--- src/rtl/ps2_pkg.sv ---
// Shared constants and types for the PS/2 keyboard frame controller.
package ps2_pkg;

    localparam logic [7:0] PS2_EXT        = 8'hE0;
    localparam logic [7:0] PS2_BRK        = 8'hF0;
    localparam logic [7:0] PS2_PAUSE      = 8'hE1;
    localparam logic [2:0] PS2_PAUSE_SKIP = 3'd7;

    // Event record layout: {extended, break, code[7:0]}.
    localparam int EVT_W = 10;

    typedef enum logic [1:0] {
        ST_IDLE,
        ST_DATA,
        ST_PARITY,
        ST_STOP
    } frame_state_e;

endpackage

--- src/rtl/fila_eventos_ps2.sv ---
// Synchronous event FIFO; the head entry is read straight from the storage registers.
module fila_eventos_ps2 #(
    parameter int DEPTH = 4,
    parameter int WIDTH = 10
) (
    input  logic             clk,
    input  logic             reset,
    input  logic             push_i,
    input  logic [WIDTH-1:0] data_i,
    input  logic             pop_i,
    output logic [WIDTH-1:0] head_o,
    output logic             full_o,
    output logic             empty_o
);

    localparam int PTR_W = $clog2(DEPTH);
    localparam logic [PTR_W:0] FULL_CNT = DEPTH[PTR_W:0];

    logic [WIDTH-1:0] mem_q [DEPTH];
    logic [PTR_W-1:0] wr_q;
    logic [PTR_W-1:0] rd_q;
    logic [PTR_W:0]   cnt_q;
    logic             do_push;
    logic             do_pop;

    assign full_o  = (cnt_q == FULL_CNT);
    assign empty_o = (cnt_q == '0);
    assign head_o  = mem_q[rd_q];
    assign do_pop  = pop_i && !empty_o;
    // A pop frees the slot in the same edge, so a push into a full queue still lands.
    assign do_push = push_i && (!full_o || do_pop);

    always_ff @(posedge clk) begin
        if (!reset) begin
            wr_q  <= '0;
            rd_q  <= '0;
            cnt_q <= '0;
            for (int i = 0; i < DEPTH; i++) begin
                mem_q[i] <= '0;
            end
        end else begin
            if (do_push) begin
                mem_q[wr_q] <= data_i;
                wr_q        <= wr_q + PTR_W'(1);
            end
            if (do_pop) begin
                rd_q <= rd_q + PTR_W'(1);
            end
            cnt_q <= cnt_q + {{PTR_W{1'b0}}, do_push} - {{PTR_W{1'b0}}, do_pop};
        end
    end

endmodule

--- src/rtl/controlador_ps2.sv ---
// PS/2 keyboard frame receiver: input synchronizers, 11-bit frame FSM with watchdog,
// E0/F0/E1 prefix folding and an event queue toward the consumer.
module controlador_ps2
    import ps2_pkg::*;
#(
    parameter int TIMEOUT_CYCLES = 5000,
    parameter int FIFO_DEPTH     = 4,
    parameter int SYNC_STAGES    = 2
) (
    input  logic         clk,
    input  logic         reset,
    input  logic         ps2_clk,
    input  logic         ps2_data,
    // evt_valid/evt_ready: the head event moves on a cycle where both are high; while
    // evt_ready is low the head fields and evt_valid hold their values.
    output logic         evt_valid,
    input  logic         evt_ready,
    output logic [7:0]   evt_code,
    output logic         evt_break,
    output logic         evt_extended,
    output logic         frame_err,
    output logic         overflow,
    output logic         busy,
    output frame_state_e dbg_state
);

    localparam int WD_W = $clog2(TIMEOUT_CYCLES + 1);

    logic [SYNC_STAGES-1:0] clk_sync_q;
    logic [SYNC_STAGES-1:0] data_sync_q;
    logic                   clk_hist_q;
    logic                   fall;
    logic                   data_s;

    frame_state_e state_q;
    logic [2:0]   bit_cnt_q;
    logic [7:0]   shift_q;
    logic         parity_q;
    logic [WD_W-1:0] wd_q;
    logic         frame_err_q;
    logic         byte_valid_q;

    logic       ext_q, ext_d;
    logic       brk_q, brk_d;
    logic [2:0] skip_q, skip_d;
    logic       push;
    logic       overflow_q;
    logic       fifo_full;
    logic       fifo_empty;
    logic [EVT_W-1:0] head;

    always_ff @(posedge clk) begin
        if (!reset) begin
            clk_sync_q  <= '1;
            data_sync_q <= '1;
            clk_hist_q  <= 1'b1;
        end else begin
            clk_sync_q  <= {clk_sync_q[SYNC_STAGES-2:0], ps2_clk};
            data_sync_q <= {data_sync_q[SYNC_STAGES-2:0], ps2_data};
            clk_hist_q  <= clk_sync_q[SYNC_STAGES-1];
        end
    end

    assign fall   = clk_hist_q && !clk_sync_q[SYNC_STAGES-1];
    assign data_s = data_sync_q[SYNC_STAGES-1];

    always_ff @(posedge clk) begin
        if (!reset) begin
            state_q      <= ST_IDLE;
            bit_cnt_q    <= '0;
            shift_q      <= '0;
            parity_q     <= 1'b0;
            wd_q         <= '0;
            frame_err_q  <= 1'b0;
            byte_valid_q <= 1'b0;
        end else begin
            frame_err_q  <= 1'b0;
            byte_valid_q <= 1'b0;
            if (state_q == ST_IDLE || fall) begin
                wd_q <= '0;
            end else begin
                wd_q <= wd_q + WD_W'(1);
            end
            if (fall) begin
                unique case (state_q)
                    ST_IDLE: begin
                        if (!data_s) begin
                            state_q   <= ST_DATA;
                            bit_cnt_q <= '0;
                        end
                    end
                    ST_DATA: begin
                        shift_q   <= {data_s, shift_q[7:1]};
                        bit_cnt_q <= bit_cnt_q + 3'd1;
                        if (bit_cnt_q == 3'd7) begin
                            state_q <= ST_PARITY;
                        end
                    end
                    ST_PARITY: begin
                        parity_q <= data_s;
                        state_q  <= ST_STOP;
                    end
                    ST_STOP: begin
                        if (data_s && (^{parity_q, shift_q})) begin
                            byte_valid_q <= 1'b1;
                        end else begin
                            frame_err_q <= 1'b1;
                        end
                        state_q <= ST_IDLE;
                    end
                    default: state_q <= ST_IDLE;
                endcase
            end else if (state_q != ST_IDLE && wd_q == WD_W'(TIMEOUT_CYCLES - 1)) begin
                // Lost clock edge mid-frame: drop it so the next start bit resynchronizes.
                state_q     <= ST_IDLE;
                frame_err_q <= 1'b1;
                wd_q        <= '0;
            end
        end
    end

    always_comb begin
        ext_d  = ext_q;
        brk_d  = brk_q;
        skip_d = skip_q;
        push   = 1'b0;
        if (frame_err_q) begin
            ext_d  = 1'b0;
            brk_d  = 1'b0;
            skip_d = '0;
        end else if (byte_valid_q) begin
            if (skip_q != '0) begin
                skip_d = skip_q - 3'd1;
            end else begin
                unique case (shift_q)
                    PS2_EXT:   ext_d  = 1'b1;
                    PS2_BRK:   brk_d  = 1'b1;
                    PS2_PAUSE: skip_d = PS2_PAUSE_SKIP;
                    8'h00, 8'hFF: begin
                        ext_d = 1'b0;
                        brk_d = 1'b0;
                    end
                    default: begin
                        push  = 1'b1;
                        ext_d = 1'b0;
                        brk_d = 1'b0;
                    end
                endcase
            end
        end
    end

    always_ff @(posedge clk) begin
        if (!reset) begin
            ext_q      <= 1'b0;
            brk_q      <= 1'b0;
            skip_q     <= '0;
            overflow_q <= 1'b0;
        end else begin
            ext_q      <= ext_d;
            brk_q      <= brk_d;
            skip_q     <= skip_d;
            overflow_q <= push && fifo_full && !(evt_ready && evt_valid);
        end
    end

    fila_eventos_ps2 #(
        .DEPTH (FIFO_DEPTH),
        .WIDTH (EVT_W)
    ) u_fila (
        .clk     (clk),
        .reset   (reset),
        .push_i  (push),
        .data_i  ({ext_q, brk_q, shift_q}),
        .pop_i   (evt_ready),
        .head_o  (head),
        .full_o  (fifo_full),
        .empty_o (fifo_empty)
    );

    assign evt_valid    = !fifo_empty;
    assign evt_extended = head[9];
    assign evt_break    = head[8];
    assign evt_code     = head[7:0];
    assign frame_err    = frame_err_q;
    assign overflow     = overflow_q;
    assign busy         = (state_q != ST_IDLE);
    assign dbg_state    = state_q;

endmodule
--- config.mk ---
export PLATFORM = sky130hd
export DESIGN_NAME = controlador_ps2
export DESIGN_NICKNAME = d
export VERILOG_FILES = /design/src/rtl/ps2_pkg.sv /design/src/rtl/fila_eventos_ps2.sv /design/src/rtl/controlador_ps2.sv
export SDC_FILE = /design/constraint.sdc
export NUM_CORES = 1
export LEC_CHECK = 0
export ABC_AREA = 1
export CAP_MARGIN = 0
export CORE_ASPECT_RATIO = 1.25
export CORE_MARGIN = 1
export CORE_UTILIZATION = 40
export CTS_CLUSTER_DIAMETER = 80
export CTS_CLUSTER_SIZE = 24
export DETAILED_ROUTE_END_ITERATION = 16
export MAX_ROUTING_LAYER = met4
export PLACE_DENSITY = 0.63
export SYNTH_ARGS = -nofsm -noshare
export SYNTH_HDL_FRONTEND = slang
export SYNTH_HIERARCHICAL = 1
export SYNTH_SLANG_ARGS = --single-unit
--- constraint.sdc ---
create_clock -name clk -period 4.5 [get_ports clk]
set_input_delay 0.45 -clock clk [delete_from_list [all_inputs] [get_ports clk]]
set_output_delay 0.45 -clock clk [all_outputs]
set_load 0.02 [all_outputs]
==> metrics <==
core area=just over 10,000 um^2; Post-Syn Nets=505; DRC=0; final worst slack=1.55 ns; clk_lat worst skew=approximately 0.33 ns; FF-to-FF End=u_fila/mem_q[3][6]$_DFFE_PP_; H-tree depth=3; antenna cells=0; CTS tree=done; Post-Synth Simple-Gate Area=0.219; critical path peak fanout=10; most frequent cells in the layout=78 x nor2_1, 63 x inv_1, 59 x nand2_1; vias in the first global route=2,931; xor and xnor area share after synthesis=0.0208; GPL Wtd Cong=about 0.76; Ys Warns=6; initial antenna violation count=0; Total Wirelength=around 7.8 mm; largest family of logic cells by synthesized area=simple AND/OR/NAND/NOR gates; Top FF cell, synth=dfxtp_1; r2r startpoint=shift_q[1]$_SDFFE_PN0P_; fillers=between 900 and 1,000; Final Max Slew Viols=0; critical-path cell list=inv_1 > ha_1 > nand2_1 > inv_1 > nand3_1 > nand2_1 > nor2_1 > nand2_1 > nor2_1 > nand2_1 > nand2_1 > nand2_1 > nor2_1; Worst setup EP type=flop; multi-input logic area=~1700 um^2; Port-buffer cells=20; required time worst endpoint=roughly 4.5 ns; synthesized cell area=4220 um^2; mux cell area share after synthesis=0; gr usage total=0.160; Area Growth Syn to Fin=15.2%; antenna-violating nets left=0; startpoint types=flop; Avg Inst Size Synth=roughly 8.8 um^2; Hold Vio Cnt, Final=0; Final #Nets=about 530; Place WS=between 1.5 and 2 ns; width of the die=~94 um; fmax=roughly 340 MHz; most common cell after layout, fill and taps aside=nor2_1; max_cap viols=0; LEAKAGE=approximately 1.8 nW; 1st-pass router iterations=4; delay-heaviest family, CP=simple AND/OR/NAND/NOR gates; part of the cycle the worst path needs=0.655; FF-to-FF path depth=13; measured slew at the worst slew-check pin=roughly 0.84 ns; Top cell by count, worst path=nand2_1; first-pass GRT wire length=around 13 mm; Sink Count=89; cells after synthesis=~480; num ports=21; unrepaired setup endpoints after global routing=false; Vias/cell=approximately 4.9; Post-CTS Hold Fix Bufs=0; total power draw=about 2.2 mW; Die ar.=between 10,000 and 15,000 um^2; Hold Crit Start=clk_sync_q[0]$_SDFF_PN1_; cts bufs inserted=9; crit path buf inv count=2; Post-synth EDFFs=40; hold endpoint=clk_sync_q[1]$_SDFF_PN1_; Root Driver=clkbuf_16; Critical Path Max Stage Delay=approximately 0.63 ns; DRT iter0 DRCs=130; Worst Path Arrival=between 2 and 3 ns; Initial Util=0.415; outcome=finished clean; Distinct cells, synth=34; post-CTS resize count=0; Post-synth ARST share=0; hold path depth=1; Clock Pin Slew Worst Setup and Hold Paths=roughly 0.06 ns; area fraction in compound gates after synthesis=0.0976; CTS Buffer Depth=2; Final Setup Violations=0; Clock Skews=roughly 0.0067 ns; largest net degree at the start of global routing=29; Hold WC Path Type=flop to flop; fraction of layout cells with a size suffix above 1=0.105; wire length per cell=12.3 um; chip height=about 120 um; r2r setup slk=about 1.6 ns; worst vdd ir=0.303 mV; sequential fraction of the synthesis area=0.517; Rows=around 40; grt ovf=0; Setup TNS Final=0 ns; PD cells=445 nW/um^2; Critical-path top delay cell=nor2_1; sequential cell area=between 2000 and 2500 um^2; Yosys reg bits=slightly below 90; minimum clock period=2.95 ns; placed wire-length estimate=about 5.5 mm; slew margin rel.=0.439; Crit Path Class=flop to flop; Vias=3,105; Adder-Cell Fraction of Synth Area=0.0641; post-CTS setup buffer count=0
-- metal layers --
layer / routed length, um / vias to the layer above / track usage
met5: 0 / - / -
met4: 139 / 0 / 0.0677
met3: 225 / 12 / 0.0342
met2: 3980 / 53 / 0.282
met1: 3440 / 1438 / 0.173
li1: - / 1602 / -
-- cells in the mapped netlist (3+ instances only) --
library cell  number  area share
nor2_1            78       0.069
inv_1             63       0.056
nand2_1           59       0.052
dfxtp_1           49        0.23
edfxtp_1          40        0.28
o21ai_0           40       0.047
ha_1              20       0.059
a21oi_1           18       0.021
nor3_1            14       0.017
nor2_2            12       0.018
clkbuf_1          10      0.0089
nand3_1           10       0.012
o22ai_1           10       0.015
nand4_1            8       0.012
xor2_1             8       0.017
inv_2              6      0.0053
or2_2              5      0.0074
nand2_2            3      0.0044
nand3_2            3      0.0071
o211ai_1           3      0.0053
-- worst max-delay path by stage --
stage                                        from                               end  slack, ns  depth (start not counted)
after floorplan           shift_q[2]$_SDFFE_PN0P_  u_fila/mem_q[0][0]$_SDFFCE_PN0P_       1.74                         11
after global placement    shift_q[2]$_SDFFE_PN0P_      u_fila/mem_q[3][6]$_DFFE_PP_       1.65                         13
after detailed placement  shift_q[2]$_SDFFE_PN0P_      u_fila/mem_q[3][6]$_DFFE_PP_       1.55                         13
after CTS                 shift_q[2]$_SDFFE_PN0P_      u_fila/mem_q[3][6]$_DFFE_PP_       1.54                         13
after global routing      shift_q[1]$_SDFFE_PN0P_      u_fila/mem_q[3][6]$_DFFE_PP_       1.23                         13
final                     shift_q[1]$_SDFFE_PN0P_      u_fila/mem_q[3][6]$_DFFE_PP_       1.55                         13
-- through the flow --
| stage | util | instance area, um^2 | instances | hold WS (ns) |
|---|---|---|---|---|
| 6_report | 0.479 | 4860 | 634 | 0.411 |
| 5_1_grt | 0.479 | 4860 | 634 | 0.425 |
| 4_1_cts | 0.479 | 4860 | 634 | 0.414 |
| 3_5_place_dp | 0.446 | 4530 | 619 | 0.400 |
| 3_3_place_gp | 0.446 | 4530 | 619 | 0.396 |
| 2_1_floorplan | - | 4220 | 479 | 0.393 |
-- cells by family (layout without fill, tap and decap cells) --
kind of cell / after synthesis / count (layout)
buffers and inverters: 83 / 109
xor gates and xnor gates: 10 / 10
AOI/OAI and AO/OA: 76 / 76
DFF: 89 / 89
and+or+nand+nor: 200 / 200
adders and majority gates: 21 / 21
-- power breakdown --
part | switching (mW) | internal (mW) | leakage, nW
clock network | 0.286 | 0.540 | 0.157
registers | 0.0278 | 0.883 | 0.810
logic | 0.251 | 0.174 | 0.859
total | 0.565 | 1.60 | 1.83
-- registers in the layout (all words and copies together), names as in the netlist, named ones only --
signal and flops:
u_fila/mem_q 40, wd_q 13, shift_q 8, bit_cnt_q 3
skip_q 3, u_fila/cnt_q 3, clk_sync_q 2, data_sync_q 2
dbg_state 2, u_fila/rd_q 2, u_fila/wr_q 2, brk_q 1
byte_valid_q 1, clk_hist_q 1, ext_q 1, frame_err 1
overflow 1, parity_q 1
-- area by class of cell --
cell class              instances  share of cell area
well taps                     129              0.0332
flip-flops and latches         89               0.449
clock buffers                  12              0.0486
clock inverters                 3              0.0185
multi-input cells             307               0.349
inverters                      69              0.0533
repair buffers                 25              0.0489
Power figures use the tool's default switching activity.
